--- config.mk ---
export PLATFORM = sky130hd
export DESIGN_NAME = zs_mtimer
export DESIGN_NICKNAME = d
export VERILOG_FILES = /design/src/rtl/zs_mtimer.sv
export SDC_FILE = /design/constraint.sdc
export NUM_CORES = 1
export LEC_CHECK = 0
export CAP_MARGIN = 20
export CORE_UTILIZATION = 35
export CTS_BUF_LIST = sky130_fd_sc_hd__clkbuf_2 sky130_fd_sc_hd__clkbuf_4 sky130_fd_sc_hd__clkbuf_8
export CTS_CLUSTER_DIAMETER = 50
export DETAILED_ROUTE_END_ITERATION = 8
export HOLD_SLACK_MARGIN = 0.08
export PLACE_DENSITY = 0.65
export SLEW_MARGIN = 10
export SYNTH_ARGS = -nofsm -noshare
export SYNTH_HDL_FRONTEND = slang
export SYNTH_SLANG_ARGS = --single-unit
--- constraint.sdc ---
create_clock -name clk_i -period 7 [get_ports clk_i]
set_input_delay 0.7 -clock clk_i [delete_from_list [all_inputs] [get_ports clk_i]]
set_output_delay 0.7 -clock clk_i [all_outputs]
set_load 0.1 [all_outputs]
--- src/rtl/zs_mtimer.sv ---
// RISC-V machine timer: 64-bit mtime with a programmable prescaler, 64-bit mtimecmp,
// a level interrupt and a single-cycle register bus with a registered response.
module zs_mtimer #(
  parameter int unsigned AddrW     = 5,
  parameter int unsigned PrescaleW = 12,
  parameter logic [63:0] CmpRst    = 64'hFFFF_FFFF_FFFF_FFFF
) (
  input  logic             clk_i,
  input  logic             rst_i,
  input  logic             reg_req_i,
  input  logic             reg_we_i,
  input  logic [AddrW-1:0] reg_addr_i,
  input  logic [31:0]      reg_wdata_i,
  input  logic [3:0]       reg_be_i,
  output logic             reg_rvalid_o,
  output logic [31:0]      reg_rdata_o,
  output logic             reg_err_o,
  output logic             irq_timer_o
);

  logic [63:0]          mtime_reg, mtime_next;
  logic [63:0]          cmp_reg, cmp_next;
  logic [31:0]          shadow_reg, shadow_next;
  logic                 en_reg, en_next;
  logic                 irq_en_reg, irq_en_next;
  logic [PrescaleW-1:0] prescale_reg, prescale_next;
  logic [PrescaleW-1:0] presc_cnt_reg, presc_cnt_next;
  logic                 rvalid_reg, err_reg, irq_reg;
  logic [31:0]          rdata_reg, rdata_next;
  logic                 tick, mapped;
  logic [31:0]          rd_val;
  logic [31:0]          be_mask;
  logic [5:0]           wr_sel;
  logic [2:0]           reg_idx;
  logic                 unused_addr_bits;

  assign reg_idx          = reg_addr_i[4:2];
  assign unused_addr_bits = ^reg_addr_i[1:0];

  genvar gi;
  generate
    for (gi = 0; gi < 4; gi++) begin : g_lane
      assign be_mask[8*gi +: 8] = {8{reg_be_i[gi]}};
    end
    for (gi = 0; gi < 6; gi++) begin : g_wsel
      assign wr_sel[gi] = reg_req_i && reg_we_i && (reg_idx == 3'(gi));
    end
  endgenerate

  function automatic logic [31:0] merge_lanes(input logic [31:0] old_val,
                                              input logic [31:0] new_val,
                                              input logic [31:0] mask);
    return (old_val & ~mask) | (new_val & mask);
  endfunction

  assign tick = en_reg && (presc_cnt_reg == prescale_reg);

  always_comb begin
    mtime_next     = mtime_reg;
    cmp_next       = cmp_reg;
    en_next        = en_reg;
    irq_en_next    = irq_en_reg;
    prescale_next  = prescale_reg;
    presc_cnt_next = presc_cnt_reg;
    shadow_next    = shadow_reg;

    // A write to either half of mtime wins over the tick for the whole counter.
    if (wr_sel[0]) begin
      mtime_next[31:0] = merge_lanes(mtime_reg[31:0], reg_wdata_i, be_mask);
    end else if (wr_sel[1]) begin
      mtime_next[63:32] = merge_lanes(mtime_reg[63:32], reg_wdata_i, be_mask);
    end else if (tick) begin
      mtime_next = mtime_reg + 64'd1;
    end

    if (wr_sel[2]) cmp_next[31:0]  = merge_lanes(cmp_reg[31:0], reg_wdata_i, be_mask);
    if (wr_sel[3]) cmp_next[63:32] = merge_lanes(cmp_reg[63:32], reg_wdata_i, be_mask);

    if (wr_sel[4] && reg_be_i[0]) begin
      en_next     = reg_wdata_i[0];
      irq_en_next = reg_wdata_i[1];
    end
    if (wr_sel[5]) begin
      prescale_next = (prescale_reg & ~be_mask[PrescaleW-1:0]) |
                      (reg_wdata_i[PrescaleW-1:0] & be_mask[PrescaleW-1:0]);
    end

    if (wr_sel[4] || wr_sel[5]) begin
      presc_cnt_next = '0;
    end else if (en_reg) begin
      presc_cnt_next = tick ? '0 : presc_cnt_reg + 1'b1;
    end

    // Snapshot the upper half so a following MTIME_HI read is coherent with this LO read.
    if (reg_req_i && !reg_we_i && reg_idx == 3'd0) shadow_next = mtime_reg[63:32];
  end

  always_comb begin
    rd_val = '0;
    mapped = 1'b1;
    case (reg_idx)
      3'd0:    rd_val = mtime_reg[31:0];
      3'd1:    rd_val = shadow_reg;
      3'd2:    rd_val = cmp_reg[31:0];
      3'd3:    rd_val = cmp_reg[63:32];
      3'd4:    rd_val = {30'd0, irq_en_reg, en_reg};
      3'd5:    rd_val = 32'(prescale_reg);
      default: mapped = 1'b0;
    endcase
    rdata_next = (reg_req_i && !reg_we_i && mapped) ? rd_val : '0;
  end

  always_ff @(posedge clk_i or posedge rst_i) begin
    if (rst_i) begin
      mtime_reg     <= '0;
      cmp_reg       <= CmpRst;
      shadow_reg    <= '0;
      en_reg        <= 1'b0;
      irq_en_reg    <= 1'b0;
      prescale_reg  <= '0;
      presc_cnt_reg <= '0;
      rvalid_reg    <= 1'b0;
      rdata_reg     <= '0;
      err_reg       <= 1'b0;
      irq_reg       <= 1'b0;
    end else begin
      mtime_reg     <= mtime_next;
      cmp_reg       <= cmp_next;
      shadow_reg    <= shadow_next;
      en_reg        <= en_next;
      irq_en_reg    <= irq_en_next;
      prescale_reg  <= prescale_next;
      presc_cnt_reg <= presc_cnt_next;
      rvalid_reg    <= reg_req_i;
      rdata_reg     <= rdata_next;
      err_reg       <= reg_req_i && !mapped;
      irq_reg       <= irq_en_reg && (mtime_reg >= cmp_reg);
    end
  end

  assign reg_rvalid_o = rvalid_reg;
  assign reg_rdata_o  = rdata_reg;
  assign reg_err_o    = err_reg;
  assign irq_timer_o  = irq_reg;

endmodule

* Word-level counts from Yosys, hierarchy flattened *
Index checks and enable logic that the tools add are counted.

word-level totals
  bits in registers = 221
  input bits = 45
  output and inout bits = 35
  logic and storage cells = 72

cells by class
  $add $sub $neg = 2
  $lt $le $gt $ge = 1
  eq/ne operators = 7
  muxes and demuxes = 10
  bitwise operators = 15
  reductions and logical operators = 24

operator list
  operator                                       count
  case mux 32 bit (6 select lines)               1
  AND 32 bit                                     5
  2-to-1 mux 32 bit                              4
  OR 32 bit                                      4
  adder 64 x 1 -> 64 bit, second input constant  1
  >= comparator 64 bit                           1
  2-to-1 mux 64 bit                              1
  2-to-1 mux 12 bit                              3
  NOT 32 bit                                     1
  AND 12 bit                                     2
  logical AND 1 bit                              14
  adder 12 x 1 -> 12 bit, second input constant  1
  == test 12 bit                                 1
  NOT 12 bit                                     1
  OR 12 bit                                      1
  == test 3 x 2 -> 1 bit, second input constant  2
  == test 3 bit, second input constant           2
  nonzero test 2 bit                             3
  OR reduction 6 bit                             1
  AND reduction 2 bit                            2
  == test 3 x 1 -> 1 bit, second input constant  1
  zero test 3 bit                                1
  zero test 1 bit                                2
  != test 2 bit, second input constant           1
  3 further kinds                                3

* Longest topological paths before layout *
  depth in word-level cells = 5
  gate-level depth with buffers = 9
  mapped depth without buffers = 8

* Worst setup path after synthesis *
No wires, ideal clock.

  path kind = in2reg
  start point = input reg_addr_i[4]
  end point = register (tool-made name)
  data arrival time = 2,350 ps
  data required time = 6,864 ps
  setup slack = 4,514 ps
  stages = 8
  buffers on the path = 2
  cells stage by stage = buf_2 nand2b_1 o311ai_1 or4_1 buf_2 or3_4 o211ai_1 o311ai_1

RTL lines
  element      line  text
  from (decl)  12    input logic [AddrW-1:0] reg_addr_i,

==> impl_metrics.env <==
export IMPL_path_cells="clkdlybuf4s50_1, nor3_2, and2_2, buf_4, nor2_1, nand2_1, or4_1, nand3_1"
export IMPL_core_um2=35900
export IMPL_tightest_slew_ns=1.01
export IMPL_cts_tree="yes"
export IMPL_ys_top_cells_by_area="dfrtp_1 30%, dfstp_2 13%, ha_1 6.4%"
export IMPL_numPortBuffers=77
export IMPL_die_x_um=194
export IMPL_status="complete, no violations"
export IMPL_insertedDiodeCount=0
export IMPL_cts_sinks=221
export IMPL_worstSetupStartpointType="input pin"
export IMPL_drive_gt1_share_pct=17.2
export IMPL_nets=1557
export IMPL_grt_pass1_vias=11362
export IMPL_ios=80
export IMPL_ys_seq_area_share_pct=43.5
export IMPL_p_int_mw=2.92
export IMPL_rsz0062_at_grt="no"
export IMPL_ys_async_sr_fraction_pct=100
export IMPL_maxSlewViolCount=0
export IMPL_fin_setup_tns_ns=0
export IMPL_cellPowerDensity_nw_per_um2=285
export IMPL_ys_types=83
export IMPL_fmax_mhz=272
export IMPL_p_seq_share_pct=42.0
export IMPL_clkLatencyLatePin_ns=0.59
export IMPL_synth_top_area_share_pct=30.5
export IMPL_initial_core_util_pct=35.9
export IMPL_ctsLongestPathBuffers=3
export IMPL_ctsResizeCount=0
export IMPL_gp_congestion=0.890
export IMPL_fill_cells=3551
export IMPL_post_route_min_period_ns=3.67
export IMPL_critPathRequiredTime_ns=7.52
export IMPL_cp_end_kind="flop"
export IMPL_relSlewSlack_pct=32.1
export IMPL_crit_slowest_cell="clkdlybuf4s50_1"
export IMPL_pwr_share_clk_pct=37.0
export IMPL_ys_seq_elements=221
export IMPL_ir_worst_vdd_mv=0.115
export IMPL_max_stage_delay_ns=0.88
export IMPL_synth_flop_cell="dfrtp_1"
export IMPL_overflow=0
export IMPL_netlist_area_um2=12900
export IMPL_clkTransAtPathRegs_ns=0.07
export IMPL_wl_um=41200
export IMPL_yosys_warnings=0
export IMPL_syn_inst=1376
export IMPL_die_area_um2=37600
export IMPL_vias_per_cell=5.87
export IMPL_hold_viol_final=0
export IMPL_hp_class="flop to flop"
export IMPL_synth_edff_count=0
export IMPL_root_buffer="clkbuf_8"
export IMPL_postCtsSetupRepairBufs=0
export IMPL_max_cap_violations=0
export IMPL_grt_use_total_pct=22.0
export IMPL_hpwl_um=28500
export IMPL_antenna_found_initial=0
export IMPL_syn_to_final_growth_pct=17.7
export IMPL_syn_num_nets=1487
export IMPL_switching_share_pct=32.5
export IMPL_synth_avg_cell_area_um2=9.36
export IMPL_utilization_pct=42.2
export IMPL_crit_type="input pin to flop"
export IMPL_synth_largest_area_cell="dfrtp_1"
export IMPL_fin_skew_ns=0.0321
export IMPL_fin_crit_sh_pct=52.5
export IMPL_wire_per_inst_um=21.2
export IMPL_grt_pass1_wl_um=65300
export IMPL_first_pass_iters=8
export IMPL_ant_nets=0
export IMPL_leakage_nw=6.35
export IMPL_rows=69
export IMPL_dr_total_vias=11400
export IMPL_crit_path_max_fanout=48
export IMPL_p_comb_share_pct=21.0
export IMPL_grt_max_degree=100
export IMPL_die_h_um=194
export IMPL_drtIter0Drc=964
export IMPL_cts_made_buffers=43
export IMPL_htree_num_levels=2
export IMPL_arrival_ns=4.19
export IMPL_setup_violations=0
export IMPL_switching_power_mw=1.41
export IMPL_postCtsHoldBufs=0
export IMPL_drc=0
[critical path, delay by kind of cell]
| kind | cells | cell delay (ns) |
|---|---|---|
| buffers and inverters | 2 | 1.20 |
| and+or+nand+nor | 6 | 2.26 |
[cell usage in the layout (no fill, tap or decap), types with 58 or more instances in the layout]
cell type        instances
a21oi_1                 75
o21ai_0                103
inv_1                   72
nor2_1                 114
nand2_1                152
a22oi_1                 58
dfrtp_1                157
dfstp_2                 64
clkdlybuf4s50_1         77
ha_1                    66
[cells in the mapped netlist (5+ instances only)]
cell type / count
a311oi_1: 11
dfrtp_1: 157
nor3b_1: 10
nand4_1: 29
inv_1: 73
o22ai_1: 15
and3_1: 27
ha_1: 66
buf_1: 6
a221oi_1: 5
or4_1: 8
a22oi_1: 58
nand2_1: 152
xor2_1: 7
nand2b_1: 8
a21oi_1: 75
nor3_1: 24
o211ai_1: 9
and2_1: 11
a211oi_1: 31
o311ai_0: 6
and4_1: 8
a31oi_1: 6
xnor2_2: 7
nor4_1: 7
o21ai_0: 103
nor2_1: 114
nand3_1: 52
clkbuf_1: 52
o21a_1: 5
mux2_2: 49
a21o_1: 14
dfstp_2: 64
buf_2: 7
xnor2_1: 8
[power by group through the flow]
stage / clock network (mW) / logic (mW) / registers, mW
floorplan: 0 / 0.624 / 1.78
global placement: 0 / 0.870 / 1.82
detailed placement: 0 / 0.902 / 1.83
CTS: 1.62 / 0.907 / 1.81
global route: 1.69 / 1.01 / 1.85
finish: 1.60 / 0.908 / 1.82
[metrics by stage]
stage	setup WS (ns)	std cells	area, µm²	hold WS (ns)	total power [mW]
floorplan	0.357	1376	12900	0.450	2.41
global placement	2.84	1859	14100	0.462	2.69
detailed placement	2.75	1859	14100	0.486	2.73
CTS	3.42	1939	15100	0.501	4.34
global route	3.18	1942	15200	0.511	4.55
finish	3.33	1942	15200	0.495	4.32
[per-layer routing]
metal / track usage, % / vias up / wire, µm
met4: 9.76 / 0 / 1670
met3: 3.24 / 103 / 2540
met2: 35.1 / 474 / 18800
met5: 0 / - / 0
li1: - / 5220 / -
met1: 29.6 / 5603 / 18200
[cell families after synthesis]
family          Yosys count  share of synthesized area, %
simple gates            487                          19.4
compound gates          384                          19.6
flops                   221                          43.5
buf+inv                 143                          4.48
fa+ha+maj                66                          6.41
mux                      53                          4.69
xor+xnor                 22                          1.90
[final timing paths]
check                                      start                          to  cells past startpoint  slack (ns)
worst max-delay path               reg_addr_i[2]                        flop                      8        3.33
worst min-delay path              shadow_reg[10]              shadow_reg[10]                      2        0.50
worst max register to register  presc_cnt_reg[0]                        flop                      6        4.03
worst min register to register    shadow_reg[10]              shadow_reg[10]                      2        0.50
max in group asynchronous                  rst_i  asynchronous set/reset pin                      3        4.95
min in group asynchronous                  rst_i              reg_rdata_o[8]                      2        0.62
[layout make-up]
type	count	area, µm²	share of cell area [%]
tap	461	577	3.80
sequential	221	5610	37.0
timing repair buffer	95	910	6.00
inverter	73	282	1.86
multi-input combinational	1012	6710	44.3
clock inverter	17	254	1.68
clock buffer	63	817	5.39
(Power assumes the default switching activity.)
